===== src/rtl/tlk2711_rx_framer.sv =====
// tlk2711_rx_framer: word sync, frame delineation and payload pattern check
// for one TLK2711 receive lane.
// Stage 1 registers the raw word together with i_check_en and i_clr, so both
// controls act on the word they were presented with. Stage 2 decodes that word
// and registers every output, giving two rx_clk cycles of latency.
module tlk2711_rx_framer #(
    parameter int SYNC_CNT = 4,
    parameter int MAX_LEN  = 1024
) (
    input  logic        rx_clk,
    input  logic        rst,
    input  logic [15:0] i_rxd,
    input  logic        i_rkmsb,
    input  logic        i_rklsb,
    input  logic        i_check_en,
    input  logic        i_clr,
    output logic [15:0] o_data,
    output logic        o_valid,
    output logic        o_sof,
    output logic        o_eof,
    output logic        o_link_up,
    output logic [15:0] o_frame_len,
    output logic [15:0] o_frame_cnt,
    output logic [15:0] o_err_cnt,
    output logic        o_pat_err,
    output logic        o_frm_err
);

    localparam logic [1:0]  ST_UNSYNC = 2'd0;
    localparam logic [1:0]  ST_IDLE   = 2'd1;
    localparam logic [1:0]  ST_FRAME  = 2'd2;

    localparam logic [2:0]  W_IDLE = 3'd0;
    localparam logic [2:0]  W_SOF  = 3'd1;
    localparam logic [2:0]  W_EOF  = 3'd2;
    localparam logic [2:0]  W_DATA = 3'd3;
    localparam logic [2:0]  W_INV  = 3'd4;

    localparam logic [7:0]  SYNC_LIM = 8'(SYNC_CNT);
    localparam logic [15:0] LEN_LIM  = 16'(MAX_LEN);

    // Map the K flags {msb,lsb} and the data word onto a word class.
    function automatic logic [2:0] classify(input logic [1:0] k, input logic [15:0] d);
        logic [2:0] c;
        case (k)
            2'b00:   c = W_DATA;
            2'b01:   c = (d == 16'hC5BC) ? W_IDLE : W_INV;
            2'b11: begin
                if (d == 16'hFBBC) begin
                    c = W_SOF;
                end else if (d == 16'hFDBC) begin
                    c = W_EOF;
                end else begin
                    c = W_INV;
                end
            end
            default: c = W_INV;
        endcase
        return c;
    endfunction

    logic [15:0] rxd_r;
    logic [1:0]  rk_r;
    logic        check_en_r;
    logic        clr_r;
    logic [1:0]  state_r;
    logic [7:0]  sync_r;
    logic [7:0]  loss_r;
    logic [15:0] len_r;
    logic [15:0] exp_r;

    logic [2:0]  cls_s;
    logic [1:0]  state_nxt_s;
    logic [7:0]  sync_nxt_s;
    logic [7:0]  loss_nxt_s;
    logic [15:0] len_nxt_s;
    logic [15:0] exp_nxt_s;
    logic [15:0] data_s;
    logic        valid_s;
    logic        sof_s;
    logic        eof_s;
    logic        pat_s;
    logic        frm_s;
    logic [15:0] flen_s;
    logic [15:0] fcnt_s;
    logic [15:0] ecnt_s;

    assign cls_s = classify(rk_r, rxd_r);

    // Input stage: capture the raw lane word and its per-word controls.
    always_ff @(posedge rx_clk) begin
        if (rst) begin
            rxd_r      <= 16'h0000;
            rk_r       <= 2'b00;
            check_en_r <= 1'b0;
            clr_r      <= 1'b0;
        end else begin
            rxd_r      <= i_rxd;
            rk_r       <= {i_rkmsb, i_rklsb};
            check_en_r <= i_check_en;
            clr_r      <= i_clr;
        end
    end

    // Sync/framing decision for the word held in the input stage.
    always_comb begin
        state_nxt_s = state_r;
        sync_nxt_s  = 8'd0;
        loss_nxt_s  = 8'd0;
        len_nxt_s   = len_r;
        exp_nxt_s   = exp_r;
        data_s      = 16'h0000;
        valid_s     = 1'b0;
        sof_s       = 1'b0;
        eof_s       = 1'b0;
        pat_s       = 1'b0;
        frm_s       = 1'b0;
        flen_s      = o_frame_len;
        case (state_r)
            ST_UNSYNC: begin
                if (cls_s == W_IDLE) begin
                    if (sync_r + 8'd1 == SYNC_LIM) begin
                        state_nxt_s = ST_IDLE;
                    end else begin
                        sync_nxt_s = sync_r + 8'd1;
                    end
                end else begin
                    sync_nxt_s = 8'd0;
                end
            end
            ST_IDLE: begin
                case (cls_s)
                    W_IDLE: state_nxt_s = ST_IDLE;
                    W_SOF: begin
                        state_nxt_s = ST_FRAME;
                        len_nxt_s   = 16'h0000;
                        exp_nxt_s   = 16'h0000;
                    end
                    default: frm_s = 1'b1;
                endcase
            end
            ST_FRAME: begin
                case (cls_s)
                    W_DATA: begin
                        if (len_r == LEN_LIM) begin
                            // Oversize frame: drop the word and abandon the frame.
                            frm_s       = 1'b1;
                            state_nxt_s = ST_IDLE;
                        end else begin
                            valid_s   = 1'b1;
                            data_s    = rxd_r;
                            sof_s     = (len_r == 16'h0000);
                            len_nxt_s = len_r + 16'd1;
                            exp_nxt_s = rxd_r + 16'd1;
                            if (check_en_r && (rxd_r != exp_r)) begin
                                pat_s = 1'b1;
                            end else begin
                                pat_s = 1'b0;
                            end
                        end
                    end
                    W_EOF: begin
                        eof_s       = 1'b1;
                        flen_s      = len_r;
                        state_nxt_s = ST_IDLE;
                    end
                    W_SOF: begin
                        frm_s     = 1'b1;
                        len_nxt_s = 16'h0000;
                        exp_nxt_s = 16'h0000;
                    end
                    default: begin
                        frm_s       = 1'b1;
                        state_nxt_s = ST_IDLE;
                    end
                endcase
            end
            default: state_nxt_s = ST_UNSYNC;
        endcase
        // Loss of sync overrides the per-state decision; an open frame is dropped silently.
        if ((state_r != ST_UNSYNC) && (cls_s == W_INV)) begin
            if (loss_r + 8'd1 == SYNC_LIM) begin
                state_nxt_s = ST_UNSYNC;
                len_nxt_s   = 16'h0000;
                exp_nxt_s   = 16'h0000;
            end else begin
                loss_nxt_s = loss_r + 8'd1;
            end
        end else begin
            loss_nxt_s = 8'd0;
        end
    end

    // Saturating statistics; a clear beats an increment on the same word.
    always_comb begin
        fcnt_s = o_frame_cnt;
        ecnt_s = o_err_cnt;
        if (clr_r) begin
            fcnt_s = 16'h0000;
            ecnt_s = 16'h0000;
        end else begin
            if (eof_s && (o_frame_cnt != 16'hFFFF)) begin
                fcnt_s = o_frame_cnt + 16'd1;
            end else begin
                fcnt_s = o_frame_cnt;
            end
            if ((frm_s || pat_s) && (o_err_cnt != 16'hFFFF)) begin
                ecnt_s = o_err_cnt + 16'd1;
            end else begin
                ecnt_s = o_err_cnt;
            end
        end
    end

    // Decode stage: commit state and register every output.
    always_ff @(posedge rx_clk) begin
        if (rst) begin
            state_r     <= ST_UNSYNC;
            sync_r      <= 8'd0;
            loss_r      <= 8'd0;
            len_r       <= 16'h0000;
            exp_r       <= 16'h0000;
            o_data      <= 16'h0000;
            o_valid     <= 1'b0;
            o_sof       <= 1'b0;
            o_eof       <= 1'b0;
            o_link_up   <= 1'b0;
            o_frame_len <= 16'h0000;
            o_frame_cnt <= 16'h0000;
            o_err_cnt   <= 16'h0000;
            o_pat_err   <= 1'b0;
            o_frm_err   <= 1'b0;
        end else begin
            state_r     <= state_nxt_s;
            sync_r      <= sync_nxt_s;
            loss_r      <= loss_nxt_s;
            len_r       <= len_nxt_s;
            exp_r       <= exp_nxt_s;
            o_data      <= data_s;
            o_valid     <= valid_s;
            o_sof       <= sof_s;
            o_eof       <= eof_s;
            o_link_up   <= (state_nxt_s != ST_UNSYNC);
            o_frame_len <= flen_s;
            o_frame_cnt <= fcnt_s;
            o_err_cnt   <= ecnt_s;
            o_pat_err   <= pat_s & ~frm_s;
            o_frm_err   <= frm_s;
        end
    end

endmodule


===== config.mk =====
export PLATFORM = sky130hd
export DESIGN_NAME = tlk2711_rx_framer
export DESIGN_NICKNAME = d
export VERILOG_FILES = /design/src/rtl/tlk2711_rx_framer.sv
export SDC_FILE = /design/constraint.sdc
export NUM_CORES = 1
export LEC_CHECK = 0
export ABC_CLOCK_PERIOD_IN_PS = 2100
export CAP_MARGIN = 15
export CORE_MARGIN = 2
export CORE_UTILIZATION = 49
export DETAILED_ROUTE_END_ITERATION = 8
export PLACE_DENSITY = 0.76
export SLEW_MARGIN = 20
export SYNTH_ARGS = -nofsm -noshare
export SYNTH_HDL_FRONTEND = slang
export SYNTH_SLANG_ARGS = --single-unit

===== constraint.sdc =====
create_clock -name rx_clk -period 2.1 [get_ports rx_clk]
set_input_delay 0.63 -clock rx_clk [delete_from_list [all_inputs] [get_ports rx_clk]]
set_output_delay 0.63 -clock rx_clk [all_outputs]
set_load 0.1 [all_outputs]

* Yosys cells after proc, flatten, opt, wreduce, memory -nomap -nowiden *
Cells that the tools add are included.

word-level totals
  register bits after elaboration = 140
  latch bits = 0
  RAM bits = 0
  bits in read-only memories = 0
  bits of input ports = 22
  output and inout bits = 70
  word-level logic and storage cells = 102
  memories kept = 0

operators by class
  $add $sub $neg = 6
  multipliers = 0
  div/mod/pow operators = 0
  magnitude comparators = 0
  eq/ne operators = 17
  shifts and indexed selects = 0
  multiplexer cells = 35
  bitwise operators = 7
  reductions and logical operators = 18

operator list
  operator                 number
  $mux W16                 8
  $pmux W16 S2             4
  $add A16 B1 Y16 const B  4
  $eq A16 B16 Y1 const B   3
  $ne A16 B16 Y1 const B   2
  $add A8 B1 Y8 const B    2
  $eq A16 B11 Y1 const B   1
  $eq A8 B3 Y1 const B     2
  $logic_not A16 Y1        1
  $ne A16 B16 Y1           1
  $mux W2                  5
  $mux W1                  9
  $mux W3                  3
  $pmux W3 S3              1
  $pmux W2 S2              2
  $reduce_or A4 Y1         2
  $eq A3 B2 Y1 const B     2
  $not A1 Y1               6
  $pmux W2 S3              1
  $reduce_or A3 Y1         2
  $eq A2 B1 Y1 const B     2
  $eq A2 B2 Y1 const B     2
  $logic_and A1 B1 Y1      4
  $logic_not A2 Y1         2
  other kinds (9)          12

* Depth between registers and ports, before layout *
  depth after elaboration = 10
  mapped depth = 10

* Worst setup path before layout *
Ideal clock, no wire load.

  kind = register to register
  from = register o_err_cnt[2]
  to = register o_err_cnt[9]
  library setup time = 73 ps
  data arrival time = 2,796 ps
  data required time = 2,027 ps
  setup slack = -769 ps
  stages on the path, launching flop included = 10
  buffers on the path = 2
  path through = dfxtp_1 > and4_1 > and3_1 > clkbuf_1 > nand3_1 > a32o_1 > or2_1 > buf_2 > nand4_1 > mux2i_1

on the way
  longest elaborated chain between the ends = 2
  elaborated cells between the ends (all ways) = 3
  those cells by class = 1 x add/sub; 1 x eq/ne; 1 x reduce/logical

ends and longest elaborated chain
  what                                                     RTL line  text
  start, declared                                          24        output logic [15:0] o_err_cnt,
  start signal, assigned                                   246       o_err_cnt <= ecnt_s;
  branches (longest 2 deep; another with $add A16 B1 Y16)  -

Several ways; the timed one is not identified.
A chain may end at the register's enable or synchronous reset.

* Worst setup path in the final report *
  from = register len_r[1]
  to = register o_err_cnt[14]

on the way
  longest elaborated chain between the ends = 6
  elaborated cells between the ends (all ways) = 9
  those cells by class = 1 x eq/ne; 6 x mux; 2 x reduce/logical

ends and longest elaborated chain
  what                                    RTL line  text
  start, declared                         69        logic [15:0] len_r;
  start signal, assigned                  237       len_r <= len_nxt_s;
  $eq A16 B11 Y1 *                        145       if (len_r == LEN_LIM) begin
  $mux W1                                 145
  $pmux W1 S2 or $mux W1 (tied branches)  143       case (cls_s)
  $pmux W1 S2 or $mux W1 (tied branches)  119       case (state_r)
  $logic_or A1 B1 Y1 *                    207       if ((frm_s || pat_s) && (o_err_cnt != 16'hFFFF)) begin
  $logic_and A1 B1 Y1 *                   207

Mark *: on every way between the ends. The rest lies on a longest branch, timed or not.

==> summary.txt <==
Critical path
  • R2R setup slack: -0.31 ns
  • CP startpoint kind: flop
  • Required @ worst endpoint: around 2.4 ns
  • Critical path type: reg2reg
  • Arrival time worst endpoint: 2.70 ns
  • Worst-path fanout max: 6
  • Worst setup endpoint: o_err_cnt[14]
  • Crit path from: len_r[1]
  • R2r startpoint: len_r[1]
  • Worst r2r path cells: 9
  • Crit path capture type: flop
  • R2R Path End: o_err_cnt[14]

STA
  • Worst-Margin Slew: 0.528 ns
  • Post-layout min period: about 2.4 ns
  • Max Clk Rate: 416 MHz
  • Final-report setup violation count: 61
  • Skew final: 0.0100 ns
  • Fin. max-slew vios: 0
  • Final Hold Vio Count: 0
  • Final Worst Setup Slack: -0.306 ns
  • Fin crit share: 115%
  • RSZ-0062 raised after global routing: yes
  • Max_slew headroom: 64.7%

Final layout
  • Final net count: between 900 and 1k
  • Post-Layout Cell Count: 1104
  • Fillers: 682
  • Layout cells sized above 1: between 40 and 50%
  • Area growth from synthesis to layout: 66.8%
  • Ant. Diodes: 0
  • Util after Layout: ~83%

Outcome
  • Failing checks: setup timing
  • Status: complete, but fails checks

Clock tree
  • Clk sinks: 140
  • Htree depth: 4
  • Clock buffer depth: 2
  • Worst skew pair latency: around 0.43 ns
  • CTS root buf: clkbuf_16
  • Clk pin slew, worst setup/hold paths: 0.06 ns
  • CTS Buf Count: 17
  • CTS tree: done

Die
  • Starting Density: between 40 and 50%
  • Vert. Die Dim: 117 um
  • Placeable core area: 12500 um2
  • Die X-Extent: 117 um
  • Die area: 13600 um2
  • Number of cell rows: around 40
  • # IOs: slightly above 90

Place
  • PortBufs: 91
  • Post-DP HPWL: 12500 um
  • Placer congestion estimate: 0.916
  • DP Worst Slack: -0.282 ns
  • Placed Cells: between 1k and 1.5k

GRT
  • Initial antenna violation count: 0
  • GRT Util Overall: around 28%
  • Vias in the first global route: 6118
  • First-pass GRT wire length: 29500 um
  • Overflow after GRT: 0
  • Largest net degree at the start of global routing: 32

Worst hold path
  • Hold Path Class: reg2reg
  • Hold wc startpoint: sync_r[0]

Routing
  • DRT iter0 DRCs: ~570
  • First-pass DRT Iterations: 5
  • Vias per cell: 5.95
  • DRC: 0
  • Wirelength per Cell: around 20 um
  • Vias: 6570
  • Final ANT Viol Nets: 0
  • DRT Wirelength: 21700 um

Power and ir drop
  • VDD IR max: ~0.00055 V
  • Power Total: 0.00599 W
  • P per Cell Area: 579 nW/um2
  • Leak Pwr: 4.08 nW

Yosys
  • Cells after synthesis: about 700
  • Yosys cell types: 58
  • Seq/Total Area, Yosys: between 40% and 50%
  • Syn Area/Cell: 8.84 um2
  • Ys Warns: 0
  • Number of flops mapped to enable cells by yosys: 0
  • Mapped Area: 6210 um2
  • Flops & latches, synth: 140
  • Post-Syn Nets: 737
  • Ys async rst share: 0%
  • Top FF cell, synth: dfxtp_1

Job
  • Max-cap violations: 0
-- cell families (layout without fill, tap and decap cells) --
logic type	after synthesis	in the layout	synth area share, %
and+or+nand+nor	333	334	27.6
xor gates and xnor gates	57	57	8.04
muxes	17	17	2.74
AOI/OAI and AO/OA	96	99	10.9
adders and majority gates	13	13	2.62
buffers and inverters	46	272	3.00
DFF	140	140	45.2
-- area by class of cell --
type,count,area [um2],area share (%)
timing repair buffer,230,2770,26.8
clock inverter,12,108,1.04
multi-input combinational,520,3840,37.1
clock buffer,20,489,4.73
inverter,10,37.5,0.363
sequential,140,2890,28.0
tap,172,215,2.08
-- cells in the mapped netlist (all sizes together) (17+ instances only) --
cell    number  share of area (%)
dfxtp      140                 45
nor2        99                6.0
nand2       62                3.9
nand3       38                3.1
xnor2       34                4.8
clkbuf      25                1.5
a21oi       23                1.9
xor2        23                3.2
and3        21                2.2
nor2b       21                2.1
and2        20                2.0
nand4       18                1.8
o21ai       18                1.5
mux2i       17                2.7
-- worst min-delay path by stage --
stage	endpoint	slack [ns]	depth (start not counted)
floorplan	sync_r[0]	0.41	1
global placement	sync_r[0]	0.43	1
detailed placement	sync_r[0]	0.44	1
CTS	sync_r[0]	0.45	1
global route	sync_r[0]	0.48	1
finish	sync_r[0]	0.47	1
-- where the power goes --
group / switching [W] / internal [W]
combinational: 0.000139 / 0.000145
clock: 0.00122 / 0.00180
sequential: 0.0000288 / 0.00266
-- metrics by stage --
| stage | area [um2] | TNS, ns | hold slack [ns] |
|---|---|---|---|
| after floorplan | 6430 | -0.241 | 0.413 |
| after global routing | 10400 | -12.69 | 0.476 |
| after global placement | 8900 | -6.42 | 0.428 |
| after detailed placement | 8900 | -10.70 | 0.441 |
| final | 10400 | -6.41 | 0.468 |
| after CTS | 9730 | -1.86 | 0.449 |
-- placed cells by master (no fill, tap or decap), types with 21 or more instances in the layout --
cell	n
nor2_1	84
buf_12	72
buf_4	120
dfxtp_1	99
clkbuf_16	21
xor2_1	23
xnor2_1	28
nand3_1	32
dfxtp_2	25
nand2_1	52
nor2b_1	21
-- per-layer routing --
metal / up-vias / part of all wire, % / track usage (%)
met4: 0 / 5.3 / 13.0
met1: 3135 / 37 / 32.7
met3: 117 / 7.7 / 5.66
li1: 2906 / - / -
met2: 412 / 50 / 48.3
met5: - / 0 / 0
-- what timing repair did --
| action | in CTS | in global routing |
|---|---|---|
| buffers inserted | 10 | 14 |
| cloned | 2 | 6 |
| resized for setup | 43 | 96 |
| pin swaps | 30 | 55 |
| setup endpoints to repair | 81 | 87 |
| hold buffers | 0 | 0 |
-- flip-flops by register name, summed over array words and instances, names as in the netlist, 2 cells and up --
register     count
sync_r           8
loss_r           8
o_frame_cnt     16
o_data          16
o_err_cnt       16
rk_r             2
len_r           16
state_r          2
o_frame_len     16
rxd_r           16
exp_r           16
-- worst max-delay path, stage by stage (launching register included) --
cell,delay [ns]
dfxtp_2,0.32
inv_2,0.08
ha_4,0.14
nor4b_4,0.25
nand4_1,0.29
and2_2,0.39
a32oi_1,0.26
a21oi_1,0.19
a31oi_1,0.26
a211oi_1,0.07
No activity file was read; power rests on OpenSTA's default activity.
